$ cat config.mk
export PLATFORM = sky130hd
export DESIGN_NAME = regfile_ctrl
export DESIGN_NICKNAME = d
export VERILOG_FILES = /design/src/rtl/regfile_ctrl.sv
export SDC_FILE = /design/constraint.sdc
export NUM_CORES = 1
export LEC_CHECK = 0
export CAP_MARGIN = 40
export CELL_PAD_IN_SITES_DETAIL_PLACEMENT = 0
export CELL_PAD_IN_SITES_GLOBAL_PLACEMENT = 1
export CORE_MARGIN = 1
export CORE_UTILIZATION = 32
export DETAILED_ROUTE_END_ITERATION = 8
export PLACE_DENSITY = 0.75
export SYNTH_ARGS = -nofsm -noshare
export SYNTH_HDL_FRONTEND = slang
export SYNTH_SLANG_ARGS = --single-unit
$ cat constraint.sdc
create_clock -name clk -period 2 [get_ports clk]
set_input_delay 0.5 -clock clk [delete_from_list [all_inputs] [get_ports clk]]
set_output_delay 0.5 -clock clk [all_outputs]
set_load 0.03 [all_outputs]
$ cat src/rtl/regfile_ctrl.sv
// Command-driven access controller for the 16x8 register file: READ/WRITE/CLEAR
// commands in on valid/ready, regfile port drive out, read responses on valid/ready.
module regfile_ctrl #(
  parameter int unsigned DW = 8,
  parameter int unsigned AW = 4
) (
  input  logic          clk,
  input  logic          rst,
  input  logic          cmd_valid,
  output logic          cmd_ready,
  input  logic [1:0]    cmd_op,
  input  logic [AW-1:0] cmd_addr,
  input  logic [DW-1:0] cmd_data,
  output logic          rsp_valid,
  input  logic          rsp_ready,
  output logic [AW-1:0] rsp_addr,
  output logic [DW-1:0] rsp_data,
  output logic          busy,
  output logic          rf_we,
  output logic [AW-1:0] rf_addr_w,
  output logic [DW-1:0] rf_data_in,
  output logic [AW-1:0] rf_addr_r,
  input  logic [DW-1:0] rf_data_out
);

  localparam int unsigned NREGS = 2 ** AW;

  localparam logic [1:0] OP_READ  = 2'b01;
  localparam logic [1:0] OP_WRITE = 2'b10;
  localparam logic [1:0] OP_CLEAR = 2'b11;

  typedef enum logic [1:0] {S_IDLE, S_RD, S_RSP, S_CLR} state_t;

  state_t        r_state, w_state_n;
  logic [AW-1:0] r_cnt, w_cnt_n;
  logic          r_rf_we, w_rf_we_n;
  logic [AW-1:0] r_rf_addr_w, w_rf_addr_w_n;
  logic [DW-1:0] r_rf_data_in, w_rf_data_in_n;
  logic [AW-1:0] r_rf_addr_r, w_rf_addr_r_n;
  logic          r_rsp_valid, w_rsp_valid_n;
  logic [AW-1:0] r_rsp_addr, w_rsp_addr_n;
  logic [DW-1:0] r_rsp_data, w_rsp_data_n;
  logic          w_accept;

  assign cmd_ready  = (r_state == S_IDLE) & ~rst;
  assign w_accept   = cmd_valid & cmd_ready;
  assign busy       = (r_state != S_IDLE);
  assign rf_we      = r_rf_we;
  assign rf_addr_w  = r_rf_addr_w;
  assign rf_data_in = r_rf_data_in;
  assign rf_addr_r  = r_rf_addr_r;
  assign rsp_valid  = r_rsp_valid;
  assign rsp_addr   = r_rsp_addr;
  assign rsp_data   = r_rsp_data;

  // Next-state and next registered-output logic; write enable is a one-cycle pulse by default
  always_comb begin
    w_state_n      = r_state;
    w_cnt_n        = r_cnt;
    w_rf_we_n      = 1'b0;
    w_rf_addr_w_n  = r_rf_addr_w;
    w_rf_data_in_n = r_rf_data_in;
    w_rf_addr_r_n  = r_rf_addr_r;
    w_rsp_valid_n  = r_rsp_valid;
    w_rsp_addr_n   = r_rsp_addr;
    w_rsp_data_n   = r_rsp_data;
    case (r_state)
      S_IDLE: begin
        if (w_accept) begin
          case (cmd_op)
            OP_WRITE: begin
              w_rf_we_n      = 1'b1;
              w_rf_addr_w_n  = cmd_addr;
              w_rf_data_in_n = cmd_data;
            end
            OP_READ: begin
              w_rf_addr_r_n = cmd_addr;
              w_state_n     = S_RD;
            end
            OP_CLEAR: begin
              w_state_n      = S_CLR;
              w_cnt_n        = '0;
              w_rf_we_n      = 1'b1;
              w_rf_addr_w_n  = '0;
              w_rf_data_in_n = '0;
            end
            default: ;
          endcase
        end
      end
      S_RD: begin
        w_rsp_data_n  = rf_data_out;
        w_rsp_addr_n  = r_rf_addr_r;
        w_rsp_valid_n = 1'b1;
        w_state_n     = S_RSP;
      end
      S_RSP: begin
        if (rsp_ready) begin
          w_rsp_valid_n = 1'b0;
          w_state_n     = S_IDLE;
        end
      end
      S_CLR: begin
        // rf_addr_w tracks the counter so each sweep cycle shows the entry being zeroed
        w_cnt_n = r_cnt + AW'(1);
        if (r_cnt == AW'(NREGS - 1)) begin
          w_state_n = S_IDLE;
        end else begin
          w_rf_we_n      = 1'b1;
          w_rf_addr_w_n  = r_cnt + AW'(1);
          w_rf_data_in_n = '0;
        end
      end
      default: w_state_n = S_IDLE;
    endcase
  end

  always_ff @(posedge clk) begin
    if (rst) begin
      r_state      <= S_IDLE;
      r_cnt        <= '0;
      r_rf_we      <= 1'b0;
      r_rf_addr_w  <= '0;
      r_rf_data_in <= '0;
      r_rf_addr_r  <= '0;
      r_rsp_valid  <= 1'b0;
      r_rsp_addr   <= '0;
      r_rsp_data   <= '0;
    end else begin
      r_state      <= w_state_n;
      r_cnt        <= w_cnt_n;
      r_rf_we      <= w_rf_we_n;
      r_rf_addr_w  <= w_rf_addr_w_n;
      r_rf_data_in <= w_rf_data_in_n;
      r_rf_addr_r  <= w_rf_addr_r_n;
      r_rsp_valid  <= w_rsp_valid_n;
      r_rsp_addr   <= w_rsp_addr_n;
      r_rsp_data   <= w_rsp_data_n;
    end
  end

endmodule

==> After elaboration in Yosys (flattened, before gate mapping) <==
Index checks and enable logic that the tools add are counted.
Widths: inputs -> output; s select.
{ "totals": {"register_bits": 36, "out_inout_bits": 32} }
{ "op_classes": {"n_addsub": 1, "n_reduce_logical": 10, "eq_ne": 14, "mux": 22, "bitwise_logic": 3} }
{ "op_table": {"columns": ["cell", "n"], "rows": [
  ["$pmux 8 s2", 2],
  ["$pmux 4 s2", 3],
  ["$mux 4", 4],
  ["$mux 8", 2],
  ["$eq 2x2->1 const B", 4],
  ["$ne 2x2->1 const B", 4],
  ["$pmux 2 s4", 1],
  ["$reduce_and 4->1", 2],
  ["$mux 2", 3],
  ["$ne 3x1->1 const B", 2],
  ["$reduce_and 3->1", 2],
  ["$reduce_bool 2->1", 3],
  ["$add 4x1->4 const B", 1],
  ["$eq 2x1->1 const B", 2],
  ["$eq 4x4->1 const B", 1],
  ["$mux 1", 4],
  ["$pmux 1 s2", 2],
  ["$pmux 2 s2", 1],
  ["$and 1x1->1", 2],
  ["$logic_not 2->1", 1],
  ["$ne 2x1->1 const B", 1],
  ["$reduce_and 2->1", 1],
  ["$reduce_or 2->1", 1],
  ["$not 1->1", 1]
]} }

==> Depth between registers and ports, before layout <==
{ "depth": {"ltp_word": 5, "ltp_mapped": 7, "mapped_depth_nobuf": 6} }

==> Least setup slack after synthesis <==
Ideal clock, no wire load.
{ "synth_timing": {"path_kind": "register to output", "startpoint": "reg r_state[0]", "endpoint": "out cmd_ready", "path_slack_ns": 0.135, "stages_incl_launch_ff": 5, "t_required_ns": 1.500, "n_path_buf": 0, "arrival_ns": 1.365, "cell_sequence": "dfxtp_1 -> inv_1 -> ha_1 -> inv_1 -> nor2_1"} }
{ "synth_via": {"elab_chain_len": 2} }
{ "synth_rtl": {"columns": ["item", "line", "text"], "rows": [
  ["start, declared", "34", "state_t r_state, w_state_n;"],
  ["start signal, assigned", "130", "r_state <= w_state_n;"],
  ["$logic_not 2->1", "45", "assign cmd_ready = (r_state == S_IDLE) & ~rst;"],
  ["$and 1x1->1", "45", null],
  ["end, declared", "10", "output logic cmd_ready,"]
]} }
Every way passes these cells.

==> Final worst setup path <==
Same ends and word-level chain as after synthesis.

==> out/qor.yml <==
p_per_area_nw_per_um2: 1280
cts_resized: 0
synthesis.area_um2: 1570
drtIter0Drc: 77
wl_per_cell_um: 12.0
wl_met1_mm: 1.80
core_area_um2: 4720
required_ns: 1.50
critPathMostFrequentCell: "inv_1"
setup_violations: 0
antenna_found_initial: 0
crit_chain: "inv_1, ha_4, inv_1, nor2_1, buf_4"
p_clk_frac: 0.156
synth_area_leaders: "dfxtp_1 46%, mux2i_1 13%, nor2_1 6.9%"
diodes: 0
yosysTopAreaCell: "dfxtp_1"
vdd.ir_drop.worst_mv: 0.473
cap_violations: 0
fin_worst_skew_ns: 0.00468
synth_cell_types: 32
max_stage_delay_ns: 0.34
place_area_um2: 2290
io_buffer_count: 57
cts_hold_buffers: 0
cpMaxStageDelayCell: "dfxtp_1"
post-route-period-util: 0.918
wl_mm: 3.70
synth_edf_count: 0
grt_overflow: 0
drc_errors: 0
ys_seq_area_frac: 0.460
initial_core_util: 0.332
critPathTopFamily: "buffers and inverters"
p_leak_nw: 0.910
syn_area_per_cell_um2: 9.27
cts_root_buffer: "clkbuf_8"
synth_common_cells: "36 x dfxtp_1, 29 x nor2_1, 21 x mux2i_1"
die_w_um: 72.0
crit_path_end_kind: "output port"
path_clk_slew_ns: 0.07
post-route-min-period_ns: 1.84
drt_first_pass_iters: 4
wl_met2_mm: 1.68
dp_hpwl_mm: 2.73
track_usage: 0.152
numCtsBuffers: 5
nets: 272
cts_max_level: 2
gp_congestion: 0.749
arrival_ns: 1.34
critPathKind: "reg -> out"
p_seq_frac: 0.314
synth-main-ff-cell: "dfxtp_1"
fin_util: 0.505
synth.most_common_cell: "dfxtp_1"
grt_max_degree: 17
synthArstFlopShare: 0
fp.dieH_um: 72.0
antenna_left: 0
row_count: 25
holdCritPathClass: "reg -> reg"
insertion_delay_ns: 0.28
avgViaCountPerCell: 4.56
cts_tree: "built"
grt_pass1_vias: 1351
drive_gt1_frac: 0.133
drv_slew: 0
power_frac_comb: 0.530
hold_viol_final: 0
synth_fp_nets: 201
wl_met3_um: 192
postCtsSetupBuffers: 0
p_total_mw: 3.05
slew_headroom: 0.779
start_kind: "flop"
io_pins: 58
p_sw_mw: 1.19
maxUsedRoutingLayer: "met4"
rsz0062_at_grt: "false"
die_area_um2: 5180
status: "finished, final reports clean"
synthCells: 169
crit_fanout: 7
max-clock-path-buffers: 2
worst_pin_slew_ns: 0.330
worst-path-buf-inv: 3
grt_pass1_wl_mm: 6.17
ys_warn_count: 0
fin_area_um2: 2380
p_int_mw: 1.85
num_vias: 1400
cts_sinks: 36
p_sw_frac: 0.392
fmax_mhz: 545
area_delta_synth_final_pct: 52.2
yosysTopAreaCellShare: 0.460
ys_ff_latch: 36
-- logic make-up (layout without fill, tap and decap cells) --
group	Yosys count	count (layout)	share of synthesized area
AO/OA/AOI/OAI	24	24	0.113
adder cells (fa/ha/maj)	6	6	0.0479
XOR/XNOR	1	1	0.00559
multiplexers	21	21	0.134
buffers and inverters	17	88	0.0503
flip-flops	36	36	0.460
AND/OR/NAND/NOR	64	64	0.189
-- state kept, by name, indices dropped and copies added (netlist names) --
name / count
r_cnt: 4
r_state: 2
rf_addr_r: 4
rf_addr_w: 4
rf_data_in: 8
rf_we: 1
rsp_addr: 4
rsp_data: 8
rsp_valid: 1
-- layer usage --
| layer | track usage | vias up |
|---|---|---|
| met5 | 0 | - |
| met2 | 0.233 | 38 |
| li1 | - | 727 |
| met4 | 0.0523 | 0 |
| met3 | 0.0472 | 2 |
| met1 | 0.205 | 633 |
-- final cells by class --
cell class / instances / area [um^2]
multi-input cells: 116 / 779
well taps: 67 / 83.8
clock inverters: 1 / 5.00
flip-flops and latches: 36 / 721
repair buffers: 74 / 696
inverters: 7 / 26.3
fillers: 470 / 2340
clock buffers: 6 / 72.6
-- metrics by stage --
step                setup TNS, ns  setup slack, ns  std cells  hold WS, ns
floorplan                       0            0.135        169        0.467
global placement           -0.171          -0.0388        300        0.437
detailed placement         -0.301          -0.0492        300        0.443
CTS                             0          0.00127        307        0.453
global route                    0           0.0701        307        0.474
finish                          0            0.165        307        0.450
-- power by group through the flow --
stage	Combinational (mW)	Sequential, mW	Clock (mW)
floorplan	0.719	1.24	0
global placement	1.59	0.969	0
detailed placement	1.59	0.971	0
CTS	1.60	0.959	0.498
global route	1.76	0.976	0.531
finish	1.61	0.957	0.475
-- cell usage in the layout (no fill, tap or decap), types with 4 or more instances in the layout --
| master | count |
|---|---|
| a21oi_1 | 9 |
| buf_4 | 19 |
| clkbuf_8 | 5 |
| clkdlybuf4s50_1 | 54 |
| dfxtp_1 | 36 |
| ha_1 | 5 |
| inv_1 | 7 |
| mux2i_1 | 21 |
| nand2_1 | 11 |
| nand3_1 | 12 |
| nor2_1 | 29 |
| nor3_1 | 4 |
-- worst reg2reg max path: stages, from the launching register on --
cell	delay, ns
dfxtp_1	0.37
inv_1	0.12
ha_1	0.25
a222oi_1	0.36
buf_4	0.19
mux2i_1	0.19
nor2_1	0.05
-- path summary, 6_finish.rpt --
check	from	endpoint	slack [ns]	cells after the start
setup / recovery	r_state[0]$_SDFFE_PP0P_	cmd_ready	0.16	5
hold / removal	rf_data_in[0]$_SDFFE_PP0P_	rf_data_in[0]$_SDFFE_PP0P_	0.45	2
setup reg to reg	r_state[0]$_SDFFE_PP0P_	r_state[0]$_SDFFE_PP0P_	0.37	6
hold reg to reg	rf_data_in[0]$_SDFFE_PP0P_	rf_data_in[0]$_SDFFE_PP0P_	0.45	2
Note: power is estimated with default switching activity, not from simulation.
